===== src/rtl/int_ctrl.sv =====
// rtl/int_ctrl.sv - four-source vectored interrupt controller with one-cycle ie strobes.
// Define INTC_NESTING_EN to allow higher-priority requests to preempt one being serviced.
module int_ctrl #(
    parameter int SYNC_STAGES = 2
) (
    input  logic       clk,
    input  logic       reset,
    input  logic [3:0] irq,
    input  logic       we_mask,
    input  logic [3:0] mask_in,
    input  logic       ei,
    input  logic       di,
    input  logic       reti,
    output logic       ie1,
    output logic       ie2,
    output logic       ie3,
    output logic       ie4,
    output logic [3:0] pending,
    output logic [3:0] in_service,
    output logic       busy
);

    typedef enum logic [1:0] {IDLE, FIRE, SVC} state_t;

    state_t     state;
    logic [3:0] sync_q [SYNC_STAGES];
    logic [3:0] prev_q;
    logic [3:0] pending_q;
    logic [3:0] in_service_q;
    logic [3:0] mask_q;
    logic       gie_q;
    logic [3:0] ie_q;

    logic [3:0] rise;
    logic [3:0] eligible;
    logic [3:0] win_oh;
    logic       take;

    always_ff @(posedge clk or negedge reset) begin
        if (!reset) begin
            for (int s = 0; s < SYNC_STAGES; s++) begin
                sync_q[s] <= '0;
            end
            prev_q <= '0;
        end else begin
            sync_q[0] <= irq;
            for (int s = 1; s < SYNC_STAGES; s++) begin
                sync_q[s] <= sync_q[s-1];
            end
            prev_q <= sync_q[SYNC_STAGES-1];
        end
    end

    assign rise     = sync_q[SYNC_STAGES-1] & ~prev_q;
    assign eligible = pending_q & mask_q & {4{gie_q}};
    // Isolate the lowest set bit: lowest index is highest priority.
    assign win_oh   = eligible & (~eligible + 4'd1);

`ifdef INTC_NESTING_EN
    logic [3:0] svc_top;
    logic [3:0] svc_after_reti;
    assign svc_top        = in_service_q & (~in_service_q + 4'd1);
    assign svc_after_reti = in_service_q & ~svc_top;
`endif

    always_comb begin
        take = 1'b0;
        case (state)
            IDLE: take = |eligible;
`ifdef INTC_NESTING_EN
            // Preempt only if the winner sits strictly below every active source.
            SVC:  take = !reti && (|(win_oh & (svc_top - 4'd1)));
`endif
            default: take = 1'b0;
        endcase
    end

    always_ff @(posedge clk or negedge reset) begin
        if (!reset) begin
            state        <= IDLE;
            pending_q    <= '0;
            in_service_q <= '0;
            mask_q       <= '0;
            gie_q        <= 1'b0;
            ie_q         <= '0;
        end else begin
            // A fresh edge in the same cycle as selection keeps the request pending.
            pending_q <= (pending_q & ~(take ? win_oh : 4'b0000)) | rise;
            if (we_mask) begin
                mask_q <= mask_in;
            end
            if (di) begin
                gie_q <= 1'b0;
            end else if (ei) begin
                gie_q <= 1'b1;
            end
            ie_q <= '0;
            case (state)
                IDLE: begin
                    if (take) begin
                        in_service_q <= in_service_q | win_oh;
                        ie_q         <= win_oh;
                        state        <= FIRE;
                    end
                end
                FIRE: state <= SVC;
                SVC: begin
                    if (reti) begin
`ifdef INTC_NESTING_EN
                        in_service_q <= svc_after_reti;
                        if (svc_after_reti == 4'b0000) begin
                            state <= IDLE;
                        end
`else
                        in_service_q <= '0;
                        state        <= IDLE;
`endif
                    end else if (take) begin
                        in_service_q <= in_service_q | win_oh;
                        ie_q         <= win_oh;
                        state        <= FIRE;
                    end
                end
                default: state <= IDLE;
            endcase
        end
    end

    assign ie1        = ie_q[0];
    assign ie2        = ie_q[1];
    assign ie3        = ie_q[2];
    assign ie4        = ie_q[3];
    assign pending    = pending_q;
    assign in_service = in_service_q;
    assign busy       = |in_service_q;

endmodule

===== config.mk =====
export PLATFORM = sky130hd
export DESIGN_NAME = int_ctrl
export DESIGN_NICKNAME = d
export VERILOG_FILES = /design/src/rtl/int_ctrl.sv
export SDC_FILE = /design/constraint.sdc
export NUM_CORES = 1
export LEC_CHECK = 0
export CAP_MARGIN = 20
export CORE_MARGIN = 2
export CORE_UTILIZATION = 42
export DETAILED_ROUTE_END_ITERATION = 8
export GPL_TIMING_DRIVEN = 0
export PLACE_DENSITY = 0.73
export SYNTH_ARGS = -nofsm -noshare
export SYNTH_HDL_FRONTEND = slang
export SYNTH_SLANG_ARGS = --single-unit

===== constraint.sdc =====
create_clock -name clk -period 1.1 [get_ports clk]
set_input_delay 0.22 -clock clk [delete_from_list [all_inputs] [get_ports clk]]
set_output_delay 0.22 -clock clk [all_outputs]
set_load 0.02 [all_outputs]

* After elaboration in Yosys (flattened, before gate mapping)
Index checks and enable logic that the tools add are counted. Widths: inputs -> output; s select.
Cells by class: equality and inequality tests 2, $lt $le $gt $ge 0, shift operators 0, multiply operators 0, add/sub/neg operators 1, div/mod/pow operators 0, bitwise logic cells 10, multiplexer cells 12, reductions and logical operators 5
Operator list (number):
- $and 4x4->4 | 5
- $mux 4 | 4
- $pmux 4 s2 | 2
- $not 4->4 | 3
- $or 4x4->4 | 2
- $reduce_or 4->1 | 2
- $pmux 2 s3 | 1
- $add 4x1->4 const B | 1
- $mux 2 | 2
- $reduce_bool 2->1 | 2
- $mux 1 | 3
- $eq 2x1->1 const B | 1
- $eq 2x2->1 const B | 1
- $logic_not 2->1 | 1
Word-level totals: memory bits (writable) 0, logic and storage cells 39, memories kept 0, latch bits 0, bits in read-only memories 0, flip-flop bits (word level) 31, input port bits 14

* Longest topological paths before layout
word-level depth 9, gate-level depth with buffers 3, gate-level depth less buffers 3

* Worst setup path before layout
OpenSTA, ideal clock, no wires.
path kind flip-flop to output port, start register in_service_q[2] (netlist: in_service[2]), end output port busy, setup slack -0.216 ns, path buffers 0, arrival 1.096 ns, cell stages (with the launch flop) 2, path through dfrtp_1 > or4_1
Between the ends: longest elaborated chain between the ends 1
RTL lines:
- start: declaration | RTL line 29 | logic [3:0] in_service_q;
- start signal: assignment | RTL line 101 | in_service_q <= in_service_q | win_oh;
- start signal: assignment | RTL line 119 | in_service_q <= in_service_q | win_oh;
- $reduce_or 4->1 | RTL line 135 | assign busy = |in_service_q;
- end: declaration | RTL line 20 | output logic busy
Every way passes these cells.

* Final worst setup path
Same ends and word-level chain as after synthesis.

==> reports/qor.txt <==
Outcome = finished with violations
Failing checks = setup timing
FF+latch count, synth = 31
Most Crowded Layer GR = met2
Total global routing overflow = 0
Power Dens Cells = 2150 mW/mm²
Seq pwr share = 40.9%
CP top delay family = simple AND/OR/NAND/NOR gates
Final Cycle Share = 149%
Clock latency on the worst-skew pair = 0.33 ns
# DRC = 0
Layout cell share with drive strength beyond 1 = 45.2%
Most common cell after layout, fill and taps aside = dfrtp_1
Sequential area share after synthesis = 74.1%
Logic pwr share = 33.5%
I/O pin count = 27
# rows = 18
Core footprint = 0.00241 mm²
Worst Tran Pin Value = 0.722 ns
Area growth syn-to-layout = 58.1%
Worst setup EP type = output port
Routing usage on met2 = 29.5%
Yosys warns = 0
Final non-filler cell total = 156
Worst Path Arrival = 1.42 ns
Final setup vio count = 17
Vias in the first global route = 756
Commonest non-fill, non-tap cells in the layout = dfrtp_1 (30), buf_6 (17), buf_4 (14)
Type of the worst setup path = reg -> out
CTS tree = yes
Routed wire per std cell = 13.3 µm
Initial core utilization = 43.5%
Top cells by area, synth = dfrtp_1 (74%), mux2_2 (4.3%), a22o_1 (3.3%), nand2_1 (2.5%), nand3_1 (1.9%)
Max Slew Vio Count = 0
Die area = 0.00291 mm²
Top cell type's share of synthesized area = 74.1%
Die H = 53.9 µm
Static Leak = 0.782 nW
Num Clock Sinks = 31
Drt first pass iters = 4
Crit-path cells = or4_4 > buf_6
Max VDD drop = 1.31 mV
WL final = 2.08 mm
Synth Net Count = 87
Clock power frac = 25.6%
Antenna fix cells = 0
Fin crit period = 1.64 ns
Net Sw Frac = 28.9%
RSZ-0062 raised after global routing = true
Vias = 763
Clock Tree Buf Depth = 2
Clock transition at path regs = 0.10 ns
Number of distinct library cells after synthesis = 17
Critical Path Start = in_service[2]$_DFFE_PN0P_
Met3 Usage GRT = 8.89%
Layout net count = 139
Clock Skews = 0.0103 ns
Antenna violations before repair = 0
Int Pwr = 2.54 mW
Critical path required time = 0.88 ns
CP Launch Type = register
Synth Cell Area = 0.00105 mm²
Net Switching = 1.03 mW
I/O Buffers = 26
Fin. Hold Viols = 0
Number of vias per cell = 4.89
Num CTS Buffers = 5
Grt met1 use = 18.0%
Slowest stage delay, CP = 0.54 ns
Worst hold path class = in -> async
Post-Syn Instances = 73
CP bufs+invs = 1
Syn avg cell area = 14.3 µm²
Global Route Usage Sum = 18.0%
Setup Slack @ Placement = -0.586 ns
Die W = 53.9 µm
FMAX = 609 MHz
Root buffer cell = clkbuf_4
First-pass GRT wire length = 3.33 mm
Final antenna-violating net count = 0
Max cap viols = 0
Largest net degree at the start of global routing = 17
Worst-path maximum fanout = 2
Slew HR = 51.7%
Top cell type by total area after synthesis = dfrtp_1
RR Startpoint = state[0]$_DFF_PN0_
Worst Setup Slack, final = -0.543 ns
Placer congestion estimate = 0.728
DP HPWL = 1.34 mm
H-tree Lvls = 2
Initial drt markers = 5
Placed Cells = 130
Slowest cell on crit path = or4_4
## through the flow
stage	hold WS, ns	cell area [µm²]	utilization, %	TNS [ns]	power (mW)
CTS	0.307	1550	64.2	-1.31	3.36
global placement	0.334	1360	56.2	-22.89	2.23
global route	0.311	1660	68.7	-2.52	3.76
detailed placement	0.335	1370	56.9	-7.16	2.28
floorplan	-0.0756	1060	-	-0.143	1.85
finish	0.314	1660	68.7	-1.42	3.57
## per-layer routing
metal,up-vias,share of wire [%]
met1,377,36
met2,25,54
li1,356,-
met3,5,7.3
met4,0,2.6
met5,-,0
## sequential cells by signal, summed over array words and instances (netlist names)
signal and count:
in_service 4, pending 4, mask_q 4, gie_q 1, state 2, ie_q 4, sync_q 8, prev_q 4
## path summary, 6_finish.rpt
| path | depth (start not counted) | to | slack (ns) |
|---|---|---|---|
| setup / recovery | 2 | busy | -0.54 |
| hold / removal | 1 | in_service[2]$_DFFE_PN0P_ | 0.31 |
| setup reg to reg | 4 | in_service[1]$_DFFE_PN0P_ | -0.10 |
| hold reg to reg | 0 | sync_q[1]$_DFF_PN0_ | 0.36 |
| max in group asynchronous | 2 | mask_q[2]$_DFFE_PN0P_ | 0.23 |
| min in group clk | 1 | sync_q[5]$_DFF_PN0_ | 0.32 |
## synthesized netlist by cell type
library cell  count
o21ai_0           3
nand2_1           7
a22o_1            4
or4_1             1
nand4_1           1
and4_4            1
dfrtp_1          31
nand3_1           4
nor2_1            4
mux2_2            4
a22oi_1           1
inv_1             5
and2_2            1
nor3b_4           1
nand3b_1          2
o21a_1            2
and3_2            1
## worst reg2reg max path: stages (launching register included)
cell and delay [ns]:
dfrtp_1 0.42, nor3b_4 0.24, buf_6 0.15, and4_4 0.22
o21a_1 0.11
## cells by family (layout without fill, tap and decap cells)
group	count (synthesis)	in the layout	share of synthesized area [%]
AO/OA/AOI/OAI	10	10	6.93
multiplexers	4	4	4.30
AND/OR/NAND/NOR	23	23	12.9
flip-flops	31	31	74.1
buffers and inverters	5	58	1.79
## final cells by class
type,count,area (µm²)
multi-input cells,37,294
flip-flops and latches,31,777
clock buffers,6,51.3
fillers,178,754
inverters,5,18.8
well taps,30,37.5
repair buffers,45,442
clock inverters,2,35.0
## what timing repair did
item,in CTS,in global routing
hold buffers,0,0
buffers inserted,13,5
pin swaps,10,2
resized for setup,72,22
endpoints found under the setup margin,26,25
## power by group through the flow
| stage | Sequential, mW | Combinational, mW | Clock (mW) |
|---|---|---|---|
| detailed placement | 1.49 | 0.792 | 0 |
| floorplan | 1.59 | 0.259 | 0 |
| global placement | 1.47 | 0.764 | 0 |
| global route | 1.48 | 1.28 | 0.998 |
| CTS | 1.44 | 0.980 | 0.937 |
| finish | 1.46 | 1.19 | 0.913 |
No activity file was read; power rests on OpenSTA's default activity.
